--- src/rtl/rca_seq_ctrl_if.sv ---
// rca_seq_ctrl_if
//   Bundles the request handshake, the result handshake and the external
//   RCA slice pins of rca_seq_ctrl.
//   Parameters: N (RCA slice width), K (slices per operation), W = N*K.
//   Request : in_valid, in_ready, in_a[W], in_b[W], in_cin (+ in_sub)
//   Result  : out_valid, out_ready, out_sum[W], out_cout
//   RCA     : rca_a[N], rca_b[N], rca_cin, rca_sum[N], rca_cout
//   Status  : busy
//   Optional macro RCA_SEQ_SUB_EN adds the in_sub request bit.
//   Modport slave is the sequencer side; modport master is the
//   requester / consumer / RCA-datapath side.
interface rca_seq_ctrl_if #(
  parameter int N = 2,
  parameter int K = 4
);
  localparam int W = N * K;

  logic         in_valid;
  logic         in_ready;
  logic [W-1:0] in_a;
  logic [W-1:0] in_b;
  logic         in_cin;
`ifdef RCA_SEQ_SUB_EN
  logic         in_sub;
`endif
  logic         out_valid;
  logic         out_ready;
  logic [W-1:0] out_sum;
  logic         out_cout;
  logic [N-1:0] rca_a;
  logic [N-1:0] rca_b;
  logic         rca_cin;
  logic [N-1:0] rca_sum;
  logic         rca_cout;
  logic         busy;

  modport slave (
`ifdef RCA_SEQ_SUB_EN
    input  in_sub,
`endif
    input  in_valid, in_a, in_b, in_cin, out_ready, rca_sum, rca_cout,
    output in_ready, out_valid, out_sum, out_cout, rca_a, rca_b, rca_cin, busy
  );

  modport master (
`ifdef RCA_SEQ_SUB_EN
    output in_sub,
`endif
    output in_valid, in_a, in_b, in_cin, out_ready, rca_sum, rca_cout,
    input  in_ready, out_valid, out_sum, out_cout, rca_a, rca_b, rca_cin, busy
  );
endinterface

--- src/rtl/rca_seq_ctrl.sv ---
// rca_seq_ctrl
//   Performs a W = N*K bit addition by driving one external N-bit
//   ripple-carry adder slice for K consecutive clocks, LSB slice first,
//   feeding each slice carry-out back as the next slice carry-in.
//   Ports:
//     clk    : rising-edge clock
//     rst_n  : asynchronous active-low reset
//     bus    : rca_seq_ctrl_if.slave (request/result handshakes, RCA pins,
//              busy)
//   Optional feature: define RCA_SEQ_SUB_EN to add bus.in_sub, which turns
//   the operation into in_a - in_b (b inverted, initial carry forced to 1;
//   out_cout=1 then means no borrow).
module rca_seq_ctrl #(
  parameter int N = 2,
  parameter int K = 4
) (
  input  logic            clk,
  input  logic            rst_n,
  rca_seq_ctrl_if.slave   bus
);
  localparam int W     = N * K;
  localparam int IDX_W = (K > 1) ? $clog2(K) : 1;

  typedef enum logic [1:0] {
    IDLE = 2'd0,
    RUN  = 2'd1,
    DONE = 2'd2
  } state_t;

  state_t             state_q, state_d;
  logic [IDX_W-1:0]   idx_q, idx_d;
  logic               carry_q, carry_d;
  logic [W-1:0]       sum_q, sum_d;
  logic               cout_q, cout_d;
  logic [W-1:0]       a_q, a_d;
  logic [W-1:0]       b_q, b_d;

  logic               in_ready_s;
  logic               out_valid_s;
  logic               busy_s;
  logic [N-1:0]       rca_a_s;
  logic [N-1:0]       rca_b_s;
  logic               rca_cin_s;

  always_comb begin
    state_d     = state_q;
    idx_d       = idx_q;
    carry_d     = carry_q;
    sum_d       = sum_q;
    cout_d      = cout_q;
    a_d         = a_q;
    b_d         = b_q;
    in_ready_s  = 1'b0;
    out_valid_s = 1'b0;
    busy_s      = 1'b0;
    rca_a_s     = '0;
    rca_b_s     = '0;
    rca_cin_s   = 1'b0;

    case (state_q)
      IDLE: begin
        in_ready_s = 1'b1;
        if (bus.in_valid) begin
          a_d   = bus.in_a;
          idx_d = '0;
`ifdef RCA_SEQ_SUB_EN
          // Subtraction is a + ~b + 1; the request carry is irrelevant then.
          b_d     = bus.in_sub ? ~bus.in_b : bus.in_b;
          carry_d = bus.in_sub ? 1'b1 : bus.in_cin;
`else
          b_d     = bus.in_b;
          carry_d = bus.in_cin;
`endif
          state_d = RUN;
        end
      end

      RUN: begin
        busy_s    = 1'b1;
        rca_cin_s = carry_q;
        // Decoded slice select keeps every index constant and in range.
        for (int k = 0; k < K; k++) begin
          if (idx_q == IDX_W'(k)) begin
            rca_a_s             = a_q[k*N +: N];
            rca_b_s             = b_q[k*N +: N];
            sum_d[k*N +: N]     = bus.rca_sum;
          end
        end
        carry_d = bus.rca_cout;
        if (idx_q == IDX_W'(K - 1)) begin
          cout_d  = bus.rca_cout;
          idx_d   = '0;
          state_d = DONE;
        end else begin
          idx_d = idx_q + 1'b1;
        end
      end

      DONE: begin
        busy_s      = 1'b1;
        out_valid_s = 1'b1;
        if (bus.out_ready) begin
          state_d = IDLE;
        end
      end

      default: begin
        state_d = IDLE;
      end
    endcase
  end

  always_ff @(posedge clk or negedge rst_n) begin
    if (!rst_n) begin
      state_q <= IDLE;
      idx_q   <= '0;
      carry_q <= 1'b0;
      sum_q   <= '0;
      cout_q  <= 1'b0;
    end else begin
      state_q <= state_d;
      idx_q   <= idx_d;
      carry_q <= carry_d;
      sum_q   <= sum_d;
      cout_q  <= cout_d;
    end
  end

  // Operand registers are only observed in RUN, after a load, so they need
  // no reset.
  always_ff @(posedge clk) begin
    a_q <= a_d;
    b_q <= b_d;
  end

  assign bus.in_ready  = in_ready_s;
  assign bus.out_valid = out_valid_s;
  assign bus.busy      = busy_s;
  assign bus.out_sum   = sum_q;
  assign bus.out_cout  = cout_q;
  assign bus.rca_a     = rca_a_s;
  assign bus.rca_b     = rca_b_s;
  assign bus.rca_cin   = rca_cin_s;

endmodule

--- src/flat_wrapper.sv ---
// flat-port wrapper written by rule: the top's interface ports become plain ports
module rca_seq_ctrl_flat 
#(
  parameter int N = 2,
  parameter int K = 4
)
  (clk, rst_n, bus_in_valid, bus_in_a, bus_in_b, bus_in_cin, bus_out_ready, bus_rca_sum, bus_rca_cout, bus_in_ready, bus_out_valid, bus_out_sum, bus_out_cout, bus_rca_a, bus_rca_b, bus_rca_cin, bus_busy);
  rca_seq_ctrl_if #(.N(N), .K(K)) bus_i ();
  input  logic clk;
  input  logic rst_n;
  input wire logic [$bits(bus_i.in_valid)-1:0] bus_in_valid;
  input wire logic [$bits(bus_i.in_a)-1:0] bus_in_a;
  input wire logic [$bits(bus_i.in_b)-1:0] bus_in_b;
  input wire logic [$bits(bus_i.in_cin)-1:0] bus_in_cin;
  input wire logic [$bits(bus_i.out_ready)-1:0] bus_out_ready;
  input wire logic [$bits(bus_i.rca_sum)-1:0] bus_rca_sum;
  input wire logic [$bits(bus_i.rca_cout)-1:0] bus_rca_cout;
  output wire logic [$bits(bus_i.in_ready)-1:0] bus_in_ready;
  output wire logic [$bits(bus_i.out_valid)-1:0] bus_out_valid;
  output wire logic [$bits(bus_i.out_sum)-1:0] bus_out_sum;
  output wire logic [$bits(bus_i.out_cout)-1:0] bus_out_cout;
  output wire logic [$bits(bus_i.rca_a)-1:0] bus_rca_a;
  output wire logic [$bits(bus_i.rca_b)-1:0] bus_rca_b;
  output wire logic [$bits(bus_i.rca_cin)-1:0] bus_rca_cin;
  output wire logic [$bits(bus_i.busy)-1:0] bus_busy;
  assign bus_i.in_valid = bus_in_valid;
  assign bus_i.in_a = bus_in_a;
  assign bus_i.in_b = bus_in_b;
  assign bus_i.in_cin = bus_in_cin;
  assign bus_i.out_ready = bus_out_ready;
  assign bus_i.rca_sum = bus_rca_sum;
  assign bus_i.rca_cout = bus_rca_cout;
  assign bus_in_ready = bus_i.in_ready;
  assign bus_out_valid = bus_i.out_valid;
  assign bus_out_sum = bus_i.out_sum;
  assign bus_out_cout = bus_i.out_cout;
  assign bus_rca_a = bus_i.rca_a;
  assign bus_rca_b = bus_i.rca_b;
  assign bus_rca_cin = bus_i.rca_cin;
  assign bus_busy = bus_i.busy;
  rca_seq_ctrl #(.N(N), .K(K)) u_core (.clk(clk), .rst_n(rst_n), .bus(bus_i));
endmodule
--- config.mk ---
export PLATFORM = sky130hd
export DESIGN_NAME = rca_seq_ctrl_flat
export DESIGN_NICKNAME = d
export VERILOG_FILES = /design/src/rtl/rca_seq_ctrl_if.sv /design/src/rtl/rca_seq_ctrl.sv /design/src/flat_wrapper.sv
export SDC_FILE = /design/constraint.sdc
export NUM_CORES = 1
export LEC_CHECK = 0
export BUFFER_PORTS_ARGS = -buffer_cell sky130_fd_sc_hd__clkbuf_2
export CAP_MARGIN = 20
export CORE_UTILIZATION = 49
export DETAILED_ROUTE_END_ITERATION = 12
export HOLD_SLACK_MARGIN = 0.05
export PLACE_DENSITY = 0.84
export SLEW_MARGIN = 10
export SYNTH_ARGS = -nofsm -noshare
export SYNTH_HDL_FRONTEND = slang
export SYNTH_SLANG_ARGS = --single-unit
--- constraint.sdc ---
create_clock -name clk -period 2.13 [get_ports clk]
set_input_delay 0.1065 -clock clk [delete_from_list [all_inputs] [get_ports clk]]
set_output_delay 0.1065 -clock clk [all_outputs]
set_load 0.05 [all_outputs]
==> metrics.md, run 1 <==
| Metric | Value |
|---|---|
| Outcome | complete, no violations |
| First-pass GRT wire length | 4.53 mm |
| Final Hold Violating Endpoints | 0 |
| Die Y | 53.7 um |
| Final worst path period need | 2.03 ns |
| RSZ-0062 raised after global routing | true |
| Placed Cells | 166 |
| Layout Area Growth over Synthesis | 38.7% |
| Post-synth top area share | 0.367 |
| Min setup slack post-route | 0.104 ns |
| Relative slew slack | 0.749 |
| Total track usage | 0.234 |
| Internal power | 1480 uW |
| Fmax | 494 MHz |
| Mapped Cells | 96 |
| Worst min path class | in -> reg |
| Post-route antenna net violation count | 0 |
| Crit path capture type | output pin |
| Startpoint Class | flip-flop |
| Core area | 2500 um^2 |
| Clock sinks | 30 |
| Final core occ | 0.725 |
| Root buf cell | clkbuf_4 |
| DR vias/cell | 5.19 |
| Most frequent cells in the layout | 38 x clkbuf_2, 20 x dlygate4sd3_1, 16 x edfxtp_1, 14 x dfrtp_1 |
| Row count | 18 |
| H-tree depth | 2 |
| Die width | 53.7 um |
| GPL Wtd Cong | 0.817 |
| Worst-Skew Late Latency | 0.31 ns |
| Worst-path clk slew | 0.09 ns |
| Origin of the critical flop-to-flop path | u_core.state_q[1] |
| Multi-input logic area | 443 um^2 |
| Sequential power share | 0.321 |
| Longest Clk Path Bufs | 2 |
| Max-cap violation count | 0 |
| DP Wirelength | 1.90 mm |
| Global route total overflow | 0 |
| Clock Skew | 0.00610 ns |
| Layout Cell Area excl Fill | 1810 um^2 |
| Netlist Area Pre-Place | 1310 um^2 |
| Cell Pwr Density | 1620 nW/um^2 |
| Initial DRT Pass Iterations | 4 |
| Yosys reg bits | 30 |
| TritonCTS Buffers | 5 |
| IO Count | 41 |
| # diodes | 0 |
| Slew @ Worst Pin | 0.376 ns |
| Synth cell types | 22 |
| Largest cells by area after synthesis | edfxtp_1 37%, dfrtp_1 27%, ha_1 6.7% |
| Antenna violations before repair | 0 |
| Switching fraction of total power | 0.494 |
| CP Max Fanout | 5 |
| DIE AREA | 2880 um^2 |
| Critical Path RT | 2.02 ns |
| Initial DRC count | 13 |
| Logic pwr share | 0.561 |
| Vias in the first global route | 1,039 |
| Fillers | 168 |
| Switching pwr | 1450 uW |
| Post-route clock period utilization | 0.951 |
| Post-synthesis net count | 127 |
| Final net count | 194 |
| Most common cell after layout, fill and taps aside | clkbuf_2 |
| CTS tree | done |
| Post-synthesis sequential area ratio | 0.635 |
| Sequential standard cell area | 831 um^2 |
| Clock power share | 0.118 |
| Pins over their slew limit | 0 |
| Largest area contributor in the netlist | edfxtp_1 |
| Synth warn | 0 |
| WP data arrival | 1.92 ns |
| Fraction of layout cells with a size suffix above 1 | 0.360 |
| WL/cell | 15.3 um |
| Number of port buffers | 40 |
| Peak VDD IR | 1140 uV |
| Kind of critical path | reg -> out |
| Final setup vio count | 0 |
| HP Start | bus_in_valid |
| Residual DRC | 0 |
| Setup Buffers After CTS | 0 |
| Placed Area | 1550 um^2 |
| Pin count of the biggest net entering global routing | 17 |
| Overall routed net length | 2.97 mm |
| Crit path launch | u_core.idx_q[0] |
| Final Instance Count excl. Fillers | 194 |
| Initial Util | 0.523 |
| Worst slack at placement | 0.449 ns |
| Static Leak | 0.000804 uW |
| Syn avg cell area | 13.6 um^2 |
| Via Count | 1,007 |
per-stage QoR:
stage | TNS (ns) | hold WS, ns | total power [uW]
CTS | 0 | 0.121 | 2930
global route | -0.00813 | 0.181 | 3100
detailed placement | 0 | 0.0359 | 2550
global placement | 0 | 0.0231 | 2500
floorplan | 0 | -0.189 | 2190
finish | 0 | 0.142 | 2930
kinds of logic (layout without fill, tap and decap cells):
| group | Yosys count | after routing | share of synthesized area |
|---|---|---|---|
| DFF | 30 | 30 | 0.635 |
| AOI/OAI and AO/OA | 20 | 20 | 0.102 |
| and+or+nand+nor | 20 | 20 | 0.0804 |
| muxes | 10 | 10 | 0.0852 |
| buffers and inverters | 9 | 77 | 0.0297 |
| adders and majority gates | 7 | 7 | 0.0670 |
flip-flops by register name, summed over array words and instances (netlist names):
register             count
u_core.carry_q           1
u_core.idx_q             2
u_core.bus.out_sum       8
u_core.b_q               8
u_core.bus.out_cout      1
u_core.state_q           2
u_core.a_q               8
power groups by stage:
stage	clock [uW]	sequential [uW]	combinational [uW]
after floorplan	0	1240	950
after global placement	0	941	1560
after detailed placement	0	958	1590
after CTS	354	943	1630
after global routing	380	967	1760
final	347	942	1640
what timing repair did:
action / CTS / global route
gates resized for setup: 0 / 4
endpoints found under the setup margin: 0 / 4
hold endpoints to repair: 33 / 0
hold buffers: 20 / 0
synthesized netlist by cell type:
master,count
buf_2,1
dfrtp_1,14
nand3_1,4
ha_1,7
mux2i_1,1
mux2_2,7
a31oi_1,4
nor2b_1,3
o21ai_0,9
a221oi_1,4
inv_1,7
buf_4,1
mux2_1,2
and2_1,2
a32o_1,1
nand2_1,6
o221a_2,1
and3b_1,1
nand2b_1,3
edfxtp_1,16
o31ai_1,1
nor2_1,1
critical path, stage by stage (launching register included):
cell,delay [ns]
dfrtp_1,0.43
inv_1,0.08
ha_1,0.23
nor2b_1,0.17
a221oi_1,0.34
o21ai_1,0.12
buf_2,0.22
cell type report:
type / count / share of cell area
Inverter: 7 / 0.0145
Tap cell: 30 / 0.0207
Sequential cell: 30 / 0.458
Clock buffer: 7 / 0.0304
Clock inverter: 1 / 0.00276
Timing Repair Buffer: 62 / 0.229
Multi-Input combinational cell: 57 / 0.244
routing by layer:
metal / vias to the layer above / share of wire / track usage
li1: 488 / - / -
met5: - / 0 / 0
met2: 36 / 0.54 / 0.406
met3: 4 / 0.043 / 0.0565
met4: 0 / 0.013 / 0.123
met1: 479 / 0.40 / 0.264
final timing paths:
check                                         to  cells after the start  slack [ns]
max                                 bus_rca_a[1]                      6        0.10
min                            u_core.state_q[0]                      3        0.14
min in group asynchronous  u_core.bus.out_sum[5]                      2        0.23
max in group asynchronous      u_core.state_q[0]                      2        1.63
max reg2reg                        u_core.b_q[3]                      4        0.61
min reg2reg                u_core.bus.out_sum[4]                      1        0.51
Power figures use the tool's default switching activity.
==> run 2, diff against run 1 <==
- PLACE_DENSITY: 0.84 -> 0.8
==> metrics.md, run 2 (synthesis gave the netlist of run 1 again) <==
| Metric | Value |
|---|---|
| Worst r2r dst | u_core.a_q[0] |
| Worst min path class | in -> reg |
| Static Leak | 0.000801 uW (-0.26%) |
| Post-route clock period utilization | 0.957 (+0.00558) |
| Longest Clk Path Bufs | 2 (unchanged) |
| Initial DRT Pass Iterations | 4 (unchanged) |
| GR Util met2 | 0.413 (+0.00625) |
| DIE AREA | 2880 um^2 (unchanged) |
| Switching pwr | 1480 uW (+2.2%) |
| Post-route antenna net violation count | 0 (unchanged) |
| Core area | 2500 um^2 (unchanged) |
| Layout Area Growth over Synthesis | 38.8% (about the same) |
| WP data arrival | 1.93 ns (about the same) |
| Switching fraction of total power | 0.497 (+0.00300) |
| H-tree depth | 2 (unchanged) |
| Reg2Reg Depth | 4 (unchanged) |
| Residual DRC | 0 (unchanged) |
| Clock power share | 0.118 (about the same) |
| Cells along the critical path | inv_1, ha_1, nor2b_2, a221oi_1, o21ai_1, clkbuf_2 |
| Final net count | 193 (-0.52%) |
| TritonCTS Buffers | 5 (unchanged) |
| Kind of critical path | reg -> out |
| Sequential power share | 0.319 (-0.002) |
| Critical Path RT | 2.02 ns (about the same) |
| Total track usage | 0.251 (+0.0172) |
| Fraction of layout cells with a size suffix above 1 | 0.374 (+0.0145) |
| First-pass GRT wire length | 4.82 mm (+6.4%) |
| CTS tree | done |
| Final worst path period need | 2.04 ns (+0.0119 ns) |
| Crit path capture type | output pin |
| Fillers | 172 (+2.4%) |
| Setup Buffers After CTS | 0 (unchanged) |
| Most common cell after layout, fill and taps aside | clkbuf_2 |
| Hold Path End | u_core.bus.out_sum[5] |
| GPL Wtd Cong | 0.797 (-2.5%) |
| Clock sinks | 30 (unchanged) |
| Cell Pwr Density | 1640 nW/um^2 (+1.5%) |
| Placed Cells | 166 (unchanged) |
| Initial Util | 0.523 (unchanged) |
| Sum Neg Setup Slack | 0 ns (unchanged) |
| Routing usage on met3 | 0.0960 (+0.0395) |
| Min setup slack post-route | 0.0921 ns (-0.0119 ns) |
| Overall routed net length | 3.07 mm (+3.3%) |
| HP Start | bus_rca_sum[1] |
| Sequential standard cell area | 831 um^2 (unchanged) |
| WL/cell | 15.9 um (+3.9%) |
| Vias in the first global route | 1,001 (-3.7%) |
| Number of port buffers | 40 (unchanged) |
| Final Hold Violating Endpoints | 0 (unchanged) |
| Startpoint Class | flip-flop |
| Relative slew slack | 0.770 (+0.0209) |
| Met1 GRT Util | 0.298 (+0.0341) |
| Via Count | 1,042 (+3.5%) |
| Peak VDD IR | 1190 uV (+4.4%) |
| Outcome | complete, no violations |
| Final Instance Count excl. Fillers | 193 (-0.52%) |
| Initial DRC count | 24 (+11) |
| Logic pwr share | 0.563 (+0.002) |
| DP Wirelength | 1.73 mm (-8.9%) |
| Slew @ Worst Pin | 0.345 ns (-0.0314 ns) |
| Global route total overflow | 0 (unchanged) |
| Antenna violations before repair | 0 (unchanged) |
| Final setup vio count | 0 (unchanged) |
| Pin count of the biggest net entering global routing | 17 (unchanged) |
| Fmax | 491 MHz (-0.58%) |
| Worst-Skew Late Latency | 0.32 ns (about the same) |
| Origin of the critical flop-to-flop path | u_core.state_q[1] |
| Worst-path clk slew | 0.09 ns (about the same) |
| CP Buf/Inv Count | 2 (unchanged) |
| Clock Skew | 0.00296 ns (-0.00314 ns) |
| Root buf cell | clkbuf_4 |
| R2R Setup Slk | 0.61 ns (about the same) |
| # diodes | 0 (unchanged) |
| RSZ-0062 raised after global routing | false |
| Crit-path leading delay family | flip-flops |
| DR vias/cell | 5.40 (+4.0%) |
| CP Max Fanout | 5 (unchanged) |
| Crit-path max cell delay | 0.43 ns (about the same) |
| Slowest cell on crit path | dfrtp_1 |
| Die width | 53.7 um (unchanged) |
| Most frequent cells in the layout | 39 x clkbuf_2, 19 x dlygate4sd3_1, 16 x edfxtp_1, 14 x dfrtp_1 |
| Max-cap violation count | 0 (unchanged) |
| IO Count | 41 (unchanged) |
| GR peak layer | met2 |
| Row count | 18 (unchanged) |
| Internal power | 1500 uW (+0.96%) |
| Multi-input logic area | 452 um^2 (+2.0%) |
| Worst hold path stage count | 2 (-1) |
| Pins over their slew limit | 0 (unchanged) |
| Die Y | 53.7 um (unchanged) |
| Worst slack at placement | 0.445 ns (-0.00390 ns) |
==> run 2: layer usage <==
metal  vias to the layer above  part of all wire
met2                        40              0.53
li1                        487                 -
met3                         4             0.060
met4                         0            0.0078
met5                         -                 0
met1                       511              0.40
==> run 2: worst max-delay path by stage <==
| stage | from | end | slack [ns] | depth (start not counted) |
|---|---|---|---|---|
| final | u_core.idx_q[0] | bus_rca_a[0] | 0.09 | 6 |
| after global routing | u_core.idx_q[0] | bus_rca_b[1] | 0.00009 | 5 |
| after CTS | u_core.idx_q[1] | bus_rca_a[1] | 0.08 | 6 |
| after detailed placement | u_core.idx_q[1] | bus_rca_a[1] | 0.44 | 6 |
| after global placement | u_core.idx_q[1] | bus_rca_a[0] | 0.45 | 6 |
| after floorplan | u_core.state_q[0] | u_core.a_q[0] | 0.20 | 3 |
==> run 2: stage by stage <==
stage	hold WS [ns]	util	area, um^2	power [uW]
2_1_floorplan	-0.189	-	1310	2190
3_3_place_gp	0.0231	0.619	1550	2500
3_5_place_dp	0.0298	0.619	1550	2530
4_1_cts	0.0532	0.715	1790	2900
5_1_grt	0.0510	0.726	1810	3150
6_report	0.0490	0.726	1810	2980
==> run 2: final cells by class <==
class,count,share of cell area
inverters,7,0.0145
clock buffers,7,0.0303
flip-flops and latches,30,0.458
multi-input cells,57,0.249
repair buffers,61,0.225
well taps,30,0.0207
clock inverters,1,0.00276
==> run 2: what timing repair did <==
action / 4_1_cts / 5_1_grt
setup endpoints to repair: 0 / 4
hold buffers: 18 / 1
gates resized for setup: 0 / 6
hold endpoints to repair: 31 / 1
==> run 2: power by group through the flow <==
stage | combinational (uW) | sequential (uW) | clock [uW]
after floorplan | 950 | 1240 | 0
after global placement | 1560 | 941 | 0
after detailed placement | 1580 | 952 | 0
after CTS | 1610 | 938 | 353
after global routing | 1790 | 974 | 390
final | 1680 | 951 | 351
==> run 2: worst reg2reg max path, stage by stage, from the launching register on <==
cell and delay (ns):
dfrtp_1 0.41, inv_1 0.10, ha_1 0.30, and2_1 0.18, buf_4 0.23
==> run 3, diff against run 2 <==
- clock period: 2.13 -> 2.27 ns (I/O delays scaled with it)
==> metrics.md, run 3 (synthesis gave the netlist of run 1 again) <==
| Metric | Value |
|---|---|
| Multi-input logic area | 438 um^2 (-3.0%) |
| Outcome | complete, no violations |
| Sequential power share | 0.326 (+0.007) |
| Setup Buffers After CTS | 0 (unchanged) |
| Antenna violations before repair | 0 (unchanged) |
| Overall routed net length | 2.60 mm (-15%) |
| Reg2Reg Depth | 3 (-1) |
| GPL Wtd Cong | 0.847 (+6.2%) |
| Final Hold Violating Endpoints | 0 (unchanged) |
| WP data arrival | 2.02 ns (+0.09 ns) |
| H-tree depth | 2 (unchanged) |
| RSZ-0062 raised after global routing | false |
| Relative slew slack | 0.538 (-0.232) |
| Switching fraction of total power | 0.494 (-0.00287) |
| Layout Cell Area excl Fill | 1800 um^2 (-0.55%) |
| Fmax | 469 MHz |
| Worst hold path stage count | 3 (+1) |
| Kind of critical path | reg -> out |
| DP Wirelength | 1.83 mm (+5.6%) |
| Post-route antenna net violation count | 0 (unchanged) |
| Peak VDD IR | 1030 uV (-13%) |
| Root buf cell | clkbuf_4 |
| Sequential standard cell area | 831 um^2 (unchanged) |
| Total track usage | 0.212 (-0.0389) |
| Pins over their slew limit | 0 (unchanged) |
| Vias in the first global route | 988 (-1.3%) |
| Fraction of layout cells with a size suffix above 1 | 0.350 (-0.0245) |
| Logic pwr share | 0.550 (-0.013) |
| DIE AREA | 2880 um^2 (unchanged) |
| Residual DRC | 0 (unchanged) |
| Core area | 2500 um^2 (unchanged) |
| IO Count | 41 (unchanged) |
| Startpoint Class | flip-flop |
| TritonCTS Buffers | 5 (unchanged) |
| Worst min path class | in -> reg |
| Clock Skew | 0.00371 ns (+0.000750 ns) |
| Critical Path RT | 2.16 ns (+0.14 ns) |
| Crit path launch | u_core.idx_q[1] |
| Origin of the critical flop-to-flop path | u_core.state_q[1] |
| CP Max Fanout | 7 (+2) |
| Die Y | 53.7 um (unchanged) |
| Placed Area | 1540 um^2 (-0.48%) |
| HP Start | bus_in_valid |
| Global route total overflow | 0 (unchanged) |
| Post-route clock period utilization | 0.940 |
| Final net count | 193 (unchanged) |
| Worst-path clk slew | 0.09 ns (about the same) |
| Layout Area Growth over Synthesis | 38.0% |
| Static Leak | 0.000797 uW (-0.50%) |
| Crit path capture type | output pin |
| Clock power share | 0.124 (+0.006) |
| Pin count of the biggest net entering global routing | 17 (unchanged) |
| Initial DRT Pass Iterations | 4 (unchanged) |
| Most frequent cells in the layout | 39 x clkbuf_2, 20 x dlygate4sd3_1, 16 x edfxtp_1, 14 x dfrtp_1, 9 x o21ai_0 |
| Initial Util | 0.523 (unchanged) |
| Row count | 18 (unchanged) |
| Internal power | 1370 uW (-8.5%) |
| Number of port buffers | 40 (unchanged) |
| Initial DRC count | 4 (-83%) |
| Fillers | 176 (+2.3%) |
| First-pass GRT wire length | 4.05 mm (-16%) |
| Clock sinks | 30 (unchanged) |
| DR vias/cell | 5.13 (-4.9%) |
| Die width | 53.7 um (unchanged) |
| Most common cell after layout, fill and taps aside | clkbuf_2 |
| Max-cap violation count | 0 (unchanged) |
| Slew @ Worst Pin | 0.693 ns (+0.348 ns) |
| Cell Pwr Density | 1500 nW/um^2 (-8.5%) |
| WL/cell | 13.5 um (-15%) |
| Final setup vio count | 0 (unchanged) |
| # diodes | 0 (unchanged) |
| Final worst path period need | 2.13 ns |
| Via Count | 991 (-4.9%) |
| Longest Clk Path Bufs | 2 (unchanged) |
| Worst-Skew Late Latency | 0.33 ns (about the same) |
| Switching pwr | 1340 uW (-9.5%) |
| CTS tree | done |
| Sum Neg Setup Slack | 0 ns (unchanged) |
==> run 3: power by group through the flow <==
stage,sequential [uW],clock (uW),combinational (uW)
final,884,336,1490
after global routing,908,365,1610
after CTS,885,343,1500
after detailed placement,898,0,1470
after global placement,884,0,1440
after floorplan,1170,0,882
==> run 3: layout make-up <==
cell class | instances | area share
Sequential cell | 30 | 0.460
Timing Repair Buffer | 61 | 0.226
Clock inverter | 2 | 0.00693
Tap cell | 30 | 0.0208
Inverter | 7 | 0.0146
Multi-Input combinational cell | 57 | 0.243
Clock buffer | 6 | 0.0284
==> run 3: path summary, 6_finish.rpt <==
path | endpoint | slack (ns)
max | bus_rca_a[0] | 0.14
min | u_core.state_q[0] | 0.12
max reg2reg | u_core.b_q[6] | 0.47
min reg2reg | u_core.bus.out_sum[4] | 0.50
max in group asynchronous | u_core.state_q[0] | 1.81
min in group asynchronous | u_core.bus.out_sum[5] | 0.21
==> run 3: repair_timing <==
item	4_1_cts	5_1_grt
gates resized for setup	0	1
endpoints found under the hold margin	34	0
hold buffers	20	0
setup endpoints to repair	0	1
==> run 3: metal layers <==
metal	global-route usage	share of wire
met5	0	0
met3	0.102	0.061
met2	0.375	0.50
met1	0.206	0.41
met4	0.101	0.025
==> run 3: critical path: stages, from the launching register on <==
cell and delay, ns:
dfrtp_1 0.43, inv_1 0.10, ha_1 0.29, nor2b_1 0.11, a221oi_1 0.35, o21ai_0 0.16
clkbuf_2 0.26
==> run 3: per-stage QoR <==
stage | total power, uW | hold WS (ns) | util | cells | worst slack (ns)
6_report | 2710 | 0.116 | 0.722 | 193 | 0.136
5_1_grt | 2880 | 0.133 | 0.722 | 193 | 0.00922
4_1_cts | 2730 | 0.101 | 0.722 | 193 | 0.108
3_5_place_dp | 2370 | 0.0430 | 0.616 | 165 | 0.488
3_3_place_gp | 2320 | 0.0267 | 0.616 | 165 | 0.537
2_1_floorplan | 2050 | -0.182 | - | 96 | 0.0637
